===== src/rtl/disp_scan8.sv =====
// Eight-digit seven-segment scan controller: IDLE/BLANK/ON rotation over enabled digits.
// Optional DISP_SCAN_BRIGHT_EN adds a 3-bit brightness input that gates an_en within ON.
module disp_scan8 #(
  parameter int unsigned ON_CYC    = 50000,
  parameter int unsigned BLANK_CYC = 1000
) (
  input  logic        clk,
  input  logic        reset,
  input  logic [63:0] seg_in,
  input  logic [7:0]  dig_en,
`ifdef DISP_SCAN_BRIGHT_EN
  input  logic [2:0]  bright,
`endif
  output logic [2:0]  an_sel,
  output logic        an_en,
  output logic [7:0]  sseg,
  output logic        frame_tick
);

  localparam int unsigned MAX_CYC = (ON_CYC > BLANK_CYC) ? ON_CYC : BLANK_CYC;
  localparam int unsigned CW      = (MAX_CYC > 1) ? $clog2(MAX_CYC) : 1;
  localparam logic [CW-1:0] ON_LAST    = CW'(ON_CYC - 1);
  localparam logic [CW-1:0] BLANK_LAST = CW'(BLANK_CYC - 1);

  typedef enum logic [1:0] {
    S_IDLE  = 2'd0,
    S_BLANK = 2'd1,
    S_ON    = 2'd2
  } state_t;

  state_t      state_q;
  logic [CW-1:0] cnt_q;
  logic [2:0]  an_sel_q;
  logic        an_en_q;
  logic [7:0]  sseg_q;
  logic        frame_tick_q;
  logic [2:0]  low_idx;
  logic [2:0]  nxt_idx;

`ifdef DISP_SCAN_BRIGHT_EN
  localparam int unsigned SUB_CYC = ON_CYC / 8;
  // One bit wider than cnt so the full-ON threshold (== ON_CYC) is representable.
  logic [CW:0] thr_q;
`endif

  // Lowest enabled digit, and first enabled digit strictly after the current one (wrapping).
  always_comb begin
    low_idx = '0;
    for (int unsigned i = 0; i < 8; i++) begin
      if (dig_en[7-i]) low_idx = 3'(7 - i);
    end
    nxt_idx = an_sel_q;
    for (int unsigned i = 1; i < 8; i++) begin
      if (dig_en[an_sel_q + 3'(8 - i)]) nxt_idx = an_sel_q + 3'(8 - i);
    end
  end

  always_ff @(posedge clk or posedge reset) begin
    if (reset) begin
      state_q      <= S_IDLE;
      cnt_q        <= '0;
      an_sel_q     <= '0;
      an_en_q      <= 1'b0;
      sseg_q       <= '1;
      frame_tick_q <= 1'b0;
`ifdef DISP_SCAN_BRIGHT_EN
      thr_q        <= '0;
`endif
    end else begin
      frame_tick_q <= 1'b0;
      case (state_q)
        S_IDLE: begin
          an_en_q <= 1'b0;
          sseg_q  <= '1;
          cnt_q   <= '0;
          if (|dig_en) begin
            an_sel_q     <= low_idx;
            frame_tick_q <= 1'b1;
            state_q      <= S_BLANK;
          end
        end
        S_BLANK: begin
          if (cnt_q == BLANK_LAST) begin
            cnt_q   <= '0;
            sseg_q  <= seg_in[{an_sel_q, 3'b000} +: 8];
            an_en_q <= 1'b1;
`ifdef DISP_SCAN_BRIGHT_EN
            thr_q   <= (CW+1)'((int unsigned'(bright) + 1) * SUB_CYC);
`endif
            state_q <= S_ON;
          end else begin
            cnt_q <= cnt_q + CW'(1);
          end
        end
        S_ON: begin
          if (cnt_q == ON_LAST) begin
            cnt_q   <= '0;
            an_en_q <= 1'b0;
            sseg_q  <= '1;
            if (dig_en == 8'h00) begin
              state_q <= S_IDLE;
            end else begin
              an_sel_q     <= nxt_idx;
              frame_tick_q <= (nxt_idx <= an_sel_q);
              state_q      <= S_BLANK;
            end
          end else begin
            cnt_q <= cnt_q + CW'(1);
`ifdef DISP_SCAN_BRIGHT_EN
            an_en_q <= (({1'b0, cnt_q} + (CW+1)'(1)) < thr_q);
`endif
          end
        end
        default: state_q <= S_IDLE;
      endcase
    end
  end

  assign an_sel     = an_sel_q;
  assign an_en      = an_en_q;
  assign sseg       = sseg_q;
  assign frame_tick = frame_tick_q;

endmodule


===== config.mk =====
export PLATFORM = sky130hd
export DESIGN_NAME = disp_scan8
export DESIGN_NICKNAME = d
export VERILOG_FILES = /design/src/rtl/disp_scan8.sv
export SDC_FILE = /design/constraint.sdc
export NUM_CORES = 1
export LEC_CHECK = 0
export CORE_UTILIZATION = 53
export CTS_BUF_LIST = sky130_fd_sc_hd__clkbuf_16
export DETAILED_ROUTE_END_ITERATION = 6
export PLACE_DENSITY_LB_ADDON = 0.2
export SLEW_MARGIN = 20
export SYNTH_ARGS = -nofsm -noshare
export SYNTH_HDL_FRONTEND = slang
export SYNTH_SLANG_ARGS = --single-unit

===== constraint.sdc =====
create_clock -name clk -period 7.9 [get_ports clk]
set_clock_uncertainty 0.1 [all_clocks]
set_input_delay 1.185 -clock clk [delete_from_list [all_inputs] [get_ports clk]]
set_output_delay 1.185 -clock clk [all_outputs]
set_load 0.02 [all_outputs]

Word level (Yosys, flattened, before mapping) --
Cells that the tools add are included.
Storage, ports and cells: output and inout bits 13, register bits 31, word-level logic and storage cells 90
Operators by class: $add $sub $neg 8, $lt $le $gt $ge 8, multiplexer cells 51, reduce and logical (&&, ||, !) cells 8, shift operators 1, eq/ne operators 8
Operators by type and width (count):
- $shiftx A64 B7 Y8 | 1
- $mux W3 | 18
- $pmux W16 S3 | 1
- $mux W16 | 2
- $lt A3 B4 Y1 const B | 7
- $pmux W8 S3 | 1
- $bmux W1 S3 | 7
- $add A16 B1 Y16 const B | 1
- $eq A16 B10 Y1 const B | 1
- $eq A16 B16 Y1 const B | 1
- $mux W8 | 2
- $mux W1 | 13
- $add A3 B3 Y3 const B | 4
- $logic_not A8 Y1 | 1
- $ne A2 B2 Y1 const B | 4
- $reduce_or A8 Y1 | 1
- $add A3 B2 Y3 const B | 2
- $mux W2 | 3
- $pmux W2 S3 | 1
- $pmux W3 S2 | 1
- $reduce_and A3 Y1 | 2
- $reduce_and A4 Y1 | 1
- $add A3 B1 Y3 const B | 1
- $le A3 B3 Y1 | 1
- other kinds (7) | 7

Longest topological paths before layout --
word-level depth 14, depth in mapped cells 19, gate-level depth less buffers 14

Worst setup path after synthesis --
No wires, ideal clock.
kind flip-flop to flip-flop, start point register an_sel_q[0] (netlist: an_sel[0]), end point register frame_tick_q (netlist: frame_tick), library setup time 72 ps, cell stages (with the launch flop) 17, buffers on the path 4, data arrival time 4000 ps, required time 7728 ps, setup slack 3728 ps, period minus slack after synthesis 4172 ps, cells stage by stage dfrtp_1 buf_6 buf_12 buf_2 buf_2 inv_1 ha_1 mux4_2 mux2_2 o31a_1 o31ai_1 ha_1 nor2b_1 o21a_1 o21ai_0 a21oi_1 nor2_1
Between the ends: word-level cells in the longest chain between the ends 14, elaborated cells between the ends (all ways) 32, classes of those cells add/sub: 7; order compare: 1; mux: 24
Ends and longest elaborated chain:
- start: declaration | line 33 | logic [2:0] an_sel_q;
- start signal: assignment | line 77 | an_sel_q <= low_idx;
- start signal: assignment | line 103 | an_sel_q <= nxt_idx;
- $add A3 B3 Y3 | line 54 | if (dig_en[an_sel_q + 3'(8 - i)]) nxt_idx = an_sel_q + 3'(8 - i);
- $bmux W1 S3 | line 54
- $mux W1 (not written as such) | line 54
- $mux W3 (7 in a row) | line 54
- $le A3 B3 Y1 * | line 104 | frame_tick_q <= (nxt_idx <= an_sel_q);
- $mux W1 * | line 100 | if (dig_en == 8'h00) begin
- $mux W1 * | line 96 | if (cnt_q == ON_LAST) begin
- $pmux W1 S2 * | line 71 | case (state_q)
- end signal: assignment | line 104
- end: declaration | line 36 | logic frame_tick_q;
Every way passes the cells marked *; elsewhere a longest branch is shown, timed or not. The select of a mux whose other input is x is not followed. A chain may end at the register's enable or synchronous reset.

Final worst setup path --
Same ends and word-level chain as after synthesis.

==> metrics.md <==
| Metric | Value |
|---|---|
| Status | `complete, no violations` |
| Setup crit start kind | `register` |
| IO Pins | `87` |
| Layout area overhead | `33.9%` |
| Largest net degree at the start of global routing | `38` |
| Routed WL | `8280 µm` |
| Post-Syn Area | `3040 µm²` |
| Final Hold Vio Count | `0` |
| Post-synth top flop | `dfrtp_1` |
| HP Class | `register to register` |
| Leakage | `1.58 nW` |
| ANT nets after route | `0` |
| Synth Warn # | `0` |
| Seq/Total Area, Yosys | `25.9%` |
| Worst slew pin tran | `1.01 ns` |
| Layout net count | `468` |
| Post-synth ARST share | `100%` |
| Final setup vio count | `0` |
| Crit end category | `register` |
| Vias | `2809` |
| RSZ-0062 raised after global routing | `false` |
| Initial antenna violation count | `0` |
| Root buffer cell | `clkbuf_16` |
| DIE HEIGHT | `77.7 µm` |
| Worst Setup Slack, final | `3.06 ns` |
| Max IR drop VDD | `0.201 mV` |
| Site row count | `27` |
| Post-layout util | `73.8%` |
| EDFF count, synth | `0` |
| CTS buffer count | `5` |
| Total inserted antenna cells | `0` |
| Core area | `5510 µm²` |
| Mean post-synth cell area | `9.86 µm²` |
| CP max FO | `37` |
| Synth area leader | `dfrtp_1` |
| Post-DR wirelength/cell | `18.1 µm` |
| Pwr Density | `364 nW/µm²` |
| Placement Setup Slack | `3.27 ns` |
| Final min period | `4.84 ns` |
| Highest Clock Rate | `207 MHz` |
| Share of cells above drive strength 1 | `14.5%` |
| Top cells by area, synth | `dfrtp_1 19%, mux4_2 18%, dfstp_2 6.9%, ha_1 4.1%, nand2_1 4.1%` |
| Dpl hpwl | `5990 µm` |
| Post-synth top area share | `19.0%` |
| Final-layout fill cell count | `399` |
| Number of global-route vias before repair | `2691` |
| Max-cap violations | `0` |
| Gpl congestion | `0.887` |
| Cell variety after synth | `61` |
| Total global-route track usage | `28.8%` |
| IO Port Bufs | `86` |
| Fin Setup TNS | `0 ns` |
| CTS tree | `done` |
| Postcts setup bufs | `0` |
| Htree depth | `2` |
| Slew headroom | `32.9%` |
| CP Class | `register to register` |
| Chip width | `77.7 µm` |
| Syn nets | `392` |
| Clk_lat worst skew | `0.27 ns` |
| First-pass GRT wire length | `13400 µm` |
| Number of buffers on the longest clock path | `2` |
| Aggregate global routing overflow | `0` |
| Mapped Cells | `308` |
| Clock-pin slew of the registers on the worst-case setup and hold paths | `0.05 ns` |
| Max-slew violations | `0` |
| DR iter-0 viols | `276` |
| Detailed Routing Iterations Pass 1 | `5` |
| Post-CTS sizing | `0` |
| Hold_buf cts | `0` |
| Clock sinks | `31` |
| Crit path required time | `8.00 ns` |
| DRC | `0` |
| Seq cells post-synth | `31` |
| Vias/cell | `6.15` |
| CP arrival | `4.94 ns` |
| Initial Util | `55.1%` |
| Die area | `6030 µm²` |
| Tcrit/Tclk final | `61.3%` |
## stage by stage
step / hold slack [ns] / std cells / cell area [µm²] / power (mW)
after floorplan: 0.379 / 308 / 3040 / 1.02
after global placement: 0.378 / 449 / 3900 / 1.22
after detailed placement: 0.390 / 449 / 3900 / 1.25
after CTS: 0.402 / 457 / 4070 / 1.48
after global routing: 0.434 / 457 / 4070 / 1.59
final: 0.394 / 457 / 4070 / 1.48
## power breakdown
part	switching [mW]	leakage [nW]	internal, mW	total [mW]
Combinational	0.507	1.10	0.489	0.996
Clock	0.0646	0.0864	0.146	0.211
Sequential	0.0751	0.393	0.200	0.275
## worst max-delay path, stage by stage (launching register included)
cell     delay [ns]
dfrtp_2        1.02
inv_1          0.32
ha_1           0.67
mux4_2         0.62
mux2i_1        0.28
or3_1          0.15
a31oi_1        0.07
o31ai_1        0.41
ha_1           0.32
nor2b_1        0.13
o21a_1         0.15
o21ai_0        0.23
a21oi_1        0.13
nor2_1         0.13
## synth_stat cells (2+ instances only)
master,instances
o31ai_1,3
nor2_1,33
and3_1,3
nand4_1,4
xnor2_1,7
o2111a_1,2
a31oi_1,3
o21ai_1,3
mux4_1,2
buf_1,3
a2bb2oi_1,4
nand2b_1,3
nor4b_1,2
o21bai_1,2
a21o_1,3
or3_1,3
nor2b_1,4
mux2_4,3
o22ai_1,2
mux2i_1,8
nand2_1,33
clkbuf_1,10
dfstp_2,8
ha_1,10
buf_2,4
o21a_1,2
inv_1,10
a21oi_1,8
xor2_1,7
mux2_2,5
nand3_1,16
o21ai_0,9
o211ai_1,3
mux2_1,11
mux4_2,24
nor3_1,4
dfrtp_1,23
## cells by family (layout without fill, tap and decap cells)
group	Yosys count	count (layout)	share of synthesized area, %
fa+ha+maj	10	10	4.12
flops	31	31	25.9
simple gates	112	112	17.3
xor+xnor	15	15	4.58
compound gates	55	55	13.0
mux	54	54	30.3
buf+inv	31	108	4.78
## path summary, 6_finish.rpt
path | startpoint | to | slack (ns) | cells past startpoint
max | an_sel[0] | frame_tick | 3.06 | 13
max in group asynchronous | reset | sseg[6] | 6.16 | 3
min reg2reg | an_en | an_en | 0.39 | 1
max reg2reg | an_sel[0] | frame_tick | 3.06 | 13
min | an_en | an_en | 0.39 | 1
min in group asynchronous | reset | cnt_q[9] | 1.22 | 3
## layout make-up
type                       count  area [µm²]  share of cell area, %
clock buffer                   5         125                   3.08
clock inverter                 3        37.5                  0.923
inverter                      12        45.0                   1.11
multi-input combinational    246        2100                   51.8
sequential                    31         787                   19.4
tap                           72        90.1                   2.22
timing repair buffer          88         876                   21.5
## layer usage
layer / global-route usage [%] / share of wire [%]
met4: 8.49 / 2.1
met2: 48.8 / 50
met3: 6.71 / 8.0
met5: 0 / 0
met1: 36.5 / 39
## placed cells by master (no fill, tap or decap), types with 8 or more instances in the layout
master	n
clkdlybuf4s50_1	86
nand2_1	33
nor2_1	33
mux4_2	24
dfrtp_1	22
nand3_1	16
inv_1	12
mux2_1	11
ha_1	10
o21ai_0	9
mux2i_1	8
a21oi_1	8
dfstp_2	8
## state kept, by name, summed over array words and instances, names as in the netlist
signal	cells
cnt_q	16
sseg	8
an_sel	3
state_q	2
an_en	1
frame_tick	1
Note: power is estimated with default switching activity, not from simulation.
